## src/rtl/div_pkg.sv

```systemverilog
// Shared definitions for the sequential restoring divider: state encoding,
// default widths and the iteration-counter width helper.
package div_pkg;

  localparam int DVD_W_DEF = 8;
  localparam int DVS_W_DEF = 4;

  typedef enum logic [1:0] {
    IDLE = 2'd0,
    RUN  = 2'd1,
    DONE = 2'd2
  } state_t;

  // Floor of one bit so a degenerate 1-bit dividend still gets a legal counter.
  function automatic int cnt_width(input int w);
    return (w > 1) ? $clog2(w) : 1;
  endfunction

  localparam int CNT_W_DEF = cnt_width(DVD_W_DEF);

endpackage

```

## src/rtl/div_step.sv

```systemverilog
// One restoring-division iteration: shift in the next dividend bit, trial
// subtract the divisor, keep the difference when it does not go negative.
module div_step
  import div_pkg::*;
#(
  parameter int DVS_W = DVS_W_DEF
) (
  input  logic [DVS_W-1:0] i_r,
  input  logic             i_q_msb,
  input  logic [DVS_W-1:0] i_d,
  output logic [DVS_W:0]   o_r,
  output logic             o_q_bit
);

  logic [DVS_W:0]   w_rs;
  logic [DVS_W+1:0] w_diff;

  assign w_rs    = {i_r, i_q_msb};
  assign w_diff  = {1'b0, w_rs} - {2'b00, i_d};
  assign o_q_bit = ~w_diff[DVS_W+1];
  assign o_r     = o_q_bit ? w_diff[DVS_W:0] : w_rs;

endmodule

```

## src/rtl/div_seq.sv

```systemverilog
// Sequential restoring divider, one shift-subtract step per clock with a
// start/done handshake. Define DIV_ZERO_TRAP_EN to trap zero divisors in one cycle.
module div_seq
  import div_pkg::*;
#(
  parameter int DVD_W = DVD_W_DEF,
  parameter int DVS_W = DVS_W_DEF
) (
  input  logic             clk,
  input  logic             rst_n,
  input  logic             start,
  input  logic [DVD_W-1:0] dividend,
  input  logic [DVS_W-1:0] divisor,
  output logic [DVD_W-1:0] quotient,
  output logic [DVS_W-1:0] remainder,
  output logic             busy,
  output logic             done,
  output logic             err
);

  localparam int             CNT_W = cnt_width(DVD_W);
  localparam logic [CNT_W-1:0] LAST = CNT_W'(DVD_W - 1);

  state_t           r_state;
  logic [DVD_W-1:0] r_q;
  logic [DVS_W:0]   r_r;
  logic [DVS_W-1:0] r_d;
  logic [CNT_W-1:0] r_cnt;
  logic [DVD_W-1:0] r_quotient;
  logic [DVS_W-1:0] r_remainder;
  logic             r_busy;
  logic             r_done;

  logic [DVS_W:0]   w_r_next;
  logic             w_q_bit;
  logic [DVD_W-1:0] w_q_next;
  logic             w_unused_rmsb;

  div_step #(.DVS_W(DVS_W)) u_step (
    .i_r     (r_r[DVS_W-1:0]),
    .i_q_msb (r_q[DVD_W-1]),
    .i_d     (r_d),
    .o_r     (w_r_next),
    .o_q_bit (w_q_bit)
  );

  assign w_q_next = {r_q[DVD_W-2:0], w_q_bit};
  // Only the low DVS_W bits of R ever feed the next step or the result.
  assign w_unused_rmsb = r_r[DVS_W];

`ifdef DIV_ZERO_TRAP_EN
  logic r_err;
  assign err = r_err;
`else
  assign err = 1'b0;
`endif

  always_ff @(posedge clk or negedge rst_n) begin
    if (!rst_n) begin
      r_state     <= IDLE;
      r_q         <= '0;
      r_r         <= '0;
      r_d         <= '0;
      r_cnt       <= '0;
      r_quotient  <= '0;
      r_remainder <= '0;
      r_busy      <= 1'b0;
      r_done      <= 1'b0;
`ifdef DIV_ZERO_TRAP_EN
      r_err       <= 1'b0;
`endif
    end else begin
      r_done <= 1'b0;
      case (r_state)
        IDLE, DONE: begin
          if (start) begin
            r_q   <= dividend;
            r_d   <= divisor;
            r_r   <= '0;
            r_cnt <= '0;
`ifdef DIV_ZERO_TRAP_EN
            if (divisor == '0) begin
              r_state     <= DONE;
              r_quotient  <= '1;
              r_remainder <= dividend[DVS_W-1:0];
              r_done      <= 1'b1;
              r_err       <= 1'b1;
            end else begin
              r_state <= RUN;
              r_busy  <= 1'b1;
              r_err   <= 1'b0;
            end
`else
            r_state <= RUN;
            r_busy  <= 1'b1;
`endif
          end else begin
            r_state <= IDLE;
          end
        end
        RUN: begin
          r_q   <= w_q_next;
          r_r   <= w_r_next;
          r_cnt <= r_cnt + 1'b1;
          if (r_cnt == LAST) begin
            r_state     <= DONE;
            r_busy      <= 1'b0;
            r_done      <= 1'b1;
            r_quotient  <= w_q_next;
            r_remainder <= w_r_next[DVS_W-1:0];
          end
        end
        default: r_state <= IDLE;
      endcase
    end
  end

  assign quotient  = r_quotient;
  assign remainder = r_remainder;
  assign busy      = r_busy;
  assign done      = r_done;

endmodule

```

## config.mk

```make
export PLATFORM = sky130hd
export DESIGN_NAME = div_seq
export DESIGN_NICKNAME = d
export VERILOG_FILES = /design/src/rtl/div_pkg.sv /design/src/rtl/div_step.sv /design/src/rtl/div_seq.sv
export SDC_FILE = /design/constraint.sdc
export NUM_CORES = 1
export LEC_CHECK = 0
export CORE_MARGIN = 2
export CORE_UTILIZATION = 50
export DETAILED_ROUTE_END_ITERATION = 12
export PLACE_DENSITY = 0.76
export SLEW_MARGIN = 40
export SYNTH_ARGS = -nofsm -noshare
export SYNTH_HDL_FRONTEND = slang
export SYNTH_SLANG_ARGS = --single-unit
```

## constraint.sdc

```tcl
create_clock -name clk -period 2.2 [get_ports clk]
set_input_delay 0.44 -clock clk [delete_from_list [all_inputs] [get_ports clk]]
set_output_delay 0.44 -clock clk [all_outputs]
set_load 0.005 [all_outputs]
```

Word-level counts from Yosys, hierarchy flattened
Index checks and enable logic that the tools add are counted.
Storage, ports and cells
  memory bits (writable): 0
  bits in read-only memories: 0
  output and inout port bits: 15
  bits in registers: 35
  memories: 0
  input bits: 15
  latch bits: 0
Cells by class
  mux-type cells: 15
  bitwise gates (word level): 1
  magnitude comparators: 0
  div/mod/pow operators: 0
  add/subtract/negate cells: 2
  eq/ne operators: 5
  reduce and logical (&&, ||, !) cells: 7
  multiply operators: 0
  shift operators: 0
Operator list (count)
  $pmux 8 s2: 1
  $mux 4: 2
  $mux 8: 1
  $pmux 4 s2: 1
  $pmux 3 s2: 1
  $reduce_and 2->1: 3
  $sub 5x4->6: 1
  $mux 1: 5
  $ne 2x2->1 const B: 2
  $pmux 2 s2: 1
  $add 3x1->3 const B: 1
  $eq 3x3->1 const B: 1
  $mux 3: 1
  $reduce_and 3->1: 1
  $eq 2x1->1 const B: 1
  $eq 2x2->1 const B: 1
  $logic_not 2->1: 1
  $mux 2: 1
  $pmux 1 s2: 1
  $reduce_bool 2->1: 1
  $reduce_or 2->1: 1
  $not 1->1: 1

Longest topological paths before layout
  word-level depth: 4
  depth in mapped cells: 7
  gate-level depth less buffers: 7

Hierarchy
Synthesis repeated with hierarchy kept, for this count alone.
Second synthesis, totals
  cell total of the unflattened synthesis: 158
  area, all modules: 1846.8 um^2
By module, submodules not included
  div_seq: times used 1, sequential area each 875.8 um^2, cells an instance 130, area each 1611.5 um^2
  div_step: times used 1, sequential area each 0.0 um^2, cells an instance 28, area each 235.2 um^2

Least setup slack after synthesis
No wires, ideal clock.
  path kind: reg-to-reg
  start: register r_r[1]
  end: register r_r[0]
  buffers on the path: 0
  period minus slack after synthesis: 1.886 ns
  setup time: 0.076 ns
  setup slack: 0.314 ns
  arrival time: 1.810 ns
  cell stages (with the launch flop): 6
  path through: dfrtp_1 > ha_1 > a21o_1 > a2111oi_4 > mux2_4 > o21ai_1
Between the ends
  word-level cells in the longest chain between the ends: 3
Ends and longest elaborated chain
  from (decl): line div_seq.sv:26  | logic [DVS_W:0] r_r;
  from (signal assigned): line div_seq.sv:103  | r_r <= w_r_next;
  $sub 5x4->6: line div_step.sv:19  | assign w_diff = {1'b0, w_rs} - {2'b00, i_d};
  $mux 4: line div_step.sv:21  | assign o_r = o_q_bit ? w_diff[DVS_W:0] : w_rs;
  $pmux 4 s2: line div_seq.sv:74  | case (r_state)
No other way between the ends.
A chain may end at the register's enable or synchronous reset.

Worst setup path after layout
  start: register r_r[1]
  end: register r_r[1]
Same word-level chain as after synthesis.

==> results.md <==
* Core box area at about 0.003 mm2
* Num CTS Buffers at 5
* Unique masters post-synth at 31
* Area delta synth->final at 26.1%
* Syn avg cell area at between 10 and 15 um2
* Fillers at between 200 and 250
* Min-delay worst type: reg2reg
* Via count at between 1000 and 1500
* Crit end category: flop
* Reg clk slew, reported paths at 100 ps
* Critical path startpoint category: flop
* Layout cell share with drive strength beyond 1 at ~15%
* Effective utilization at floorplan at between 50% and 60%
* Crit Path Category: reg2reg
* Worst-path cell chain: ha_1 > a21o_1 > a2111oi_4 > mux2i_1 > o21ai_1
* CP peak stage delay at around 570 ps
* CP required at about 2400 ps
* R2R cell count at 5
* Max Slew Vio Count at 0
* Setup TNS at 0 ps
* Die W at approximately 60 um
* Final period util at 95.6%
* Async SR Flop Fraction at 100%
* Synth Flop Type: dfrtp_1
* WL/cell at approximately 15 um
* Synth Cell Area at around 0.0015 mm2
* Relative slew slack at between 60% and 70%
* Slew @ Worst Pin at about 600 ps
* Largest net degree at the start of global routing at 36
* Fmax at approximately 480 MHz
* First-pass GRT wire length at approximately 5000 um
* DRT Pass-1 Iters at 4
* Clock Skews at 2.71 ps
* Outcome: completed
* Routed Antenna Nets at 0
* Fin. Hold Viols at 0
* Worst VDD drop at around 0.74 mV
* Vias/cell at roughly 5.6
* Final GP Congestion at 0.745
* Die height at between 50 and 60 um
* Synthesized flop and latch total at 35
* Synth warn at 0
* Sequential cell area at a little under 900 um2
* Tmin final at between 2000 and 2500 ps
* Cells after Synth at between 100 and 150
* PortBufs at 28
* Clock root cell: clkbuf_4
* Total grt overflow at 0
* Antenna cells at 0
* TritonCTS clock tree: done
* Number of setup buffers added after CTS at 0
* PwrDens at 1590 mW/mm2
* Multi-input gate area at roughly 600 um2
* Leakage power at 0.000885 uW
* WHS Path Cells at 2
* H-tree Lvls at 2
* Resized cells post-CTS at 0
* Syn_nets at between 150 and 200
* Clock tree buffer depth at 2
* Number of synthesized flops with an enable pin at 0
* MaxCap Viol Count at 0
* HPWL after DPL at roughly 2100 um
* Die Footprint at 0.00355 mm2
* CP max-delay cell: a2111oi_4
* DRC at 0
* Initial antenna violation count at 0
* TritonCTS Sinks at 35
* Final setup vio count at 0
* Post-layout net count at 190
* WP data arrival at between 2000 and 2500 ps
* Row Count at 20
* Commonest non-fill, non-tap cell in the layout: dfrtp_1
* Vias in the first global route at 1090
* Critical Path Fanout Max at 5
* Most frequent cells in the layout: dfrtp_1, clkdlybuf4s50_1, nand2_1, o21ai_0, mux2_2
* WL final at 3040 um
* Hold buffer count at cts at 0
* Post-synthesis sequential area ratio at a little under three fifths
* Placed cells at approximately 190
* GRT Total Usage at 19.3%
* RSZ-0062 raised after global routing: no
* Drt first-iter violations at 25
* Finished Layout Cells at ~200
* I/O Pins at 30
* Worst skew pair latency at 330 ps
[per-layer routing]
metal	vias to the layer above	share of wire (%)	wire [um]	global-route usage, %
met5	-	0	0	0
met4	0	0.99	30	7.94
met3	3	4.8	147	5.46
met2	30	50	1500	31.6
met1	562	45	1350	24.1
li1	530	-	-	-
[report_power, final]
group	total, uW	switching (uW)	internal (uW)
registers	1160	196	962
clock network	395	207	188
logic	1550	730	822
[cell usage after synthesis (2+ instances only)]
library cell / count / area [um2]
a22o_1: 2 / 17.5
a22oi_1: 7 / 52.6
clkbuf_1: 4 / 15.0
dfrtp_1: 35 / 876
ha_1: 6 / 75.1
inv_1: 7 / 26.3
mux2_2: 8 / 90.1
mux2i_1: 2 / 20.0
nand2_1: 24 / 90.1
nor2_1: 4 / 15.0
nor2b_1: 3 / 18.8
o21ai_0: 8 / 40.0
o21ai_1: 6 / 30.0
[flip-flops by register name (all words and copies together), names as in the netlist, 2 cells and up]
register,cells
r_q,8
quotient,8
r_r,4
r_state,2
remainder,4
r_cnt,3
r_d,4
[final timing paths]
path                                    from            to  slack (ps)
worst max-delay path                  r_r[1]        r_r[1]         100
worst min-delay path            remainder[2]  remainder[2]         490
worst max register to register        r_r[1]        r_r[1]         100
worst min register to register  remainder[2]  remainder[2]         490
max in group asynchronous              rst_n   quotient[2]        1390
min in group asynchronous              rst_n        r_d[2]         500
[logic make-up after synthesis]
kind of cell / synth area share [%]
fa+ha+maj: 6.16
flops: 56.7
simple gates: 9.89
other cells: 0.243
buf+inv: 3.48
compound gates: 14.8
mux: 8.10
xor+xnor: 0.567
[metrics by stage]
step | util [%] | cell area (um2) | setup slack [ps] | power [uW] | hold slack (ps)
floorplan | - | 1540 | 314 | 2140 | 144
global placement | 62.5 | 1880 | 152 | 2620 | 469
detailed placement | 62.5 | 1880 | 132 | 2710 | 475
CTS | 64.8 | 1940 | 95.8 | 3120 | 498
global route | 64.8 | 1950 | 0.433 | 3340 | 532
finish | 64.8 | 1950 | 96.9 | 3110 | 491
[cell type report]
class | count | share of cell area (%)
sequential | 35 | 45.0
timing repair buffer | 33 | 16.3
inverter | 7 | 1.35
multi-input combinational | 86 | 31.7
tap | 33 | 2.12
clock buffer | 8 | 3.53
[worst max-delay path, delay by kind of cell, from the launching register on]
family	cells	cell delay, ps
AOI/OAI and AO/OA	3	870
adders and majority gates	1	360
DFF	1	420
muxes	1	350
No activity file was read; power rests on OpenSTA's default activity.
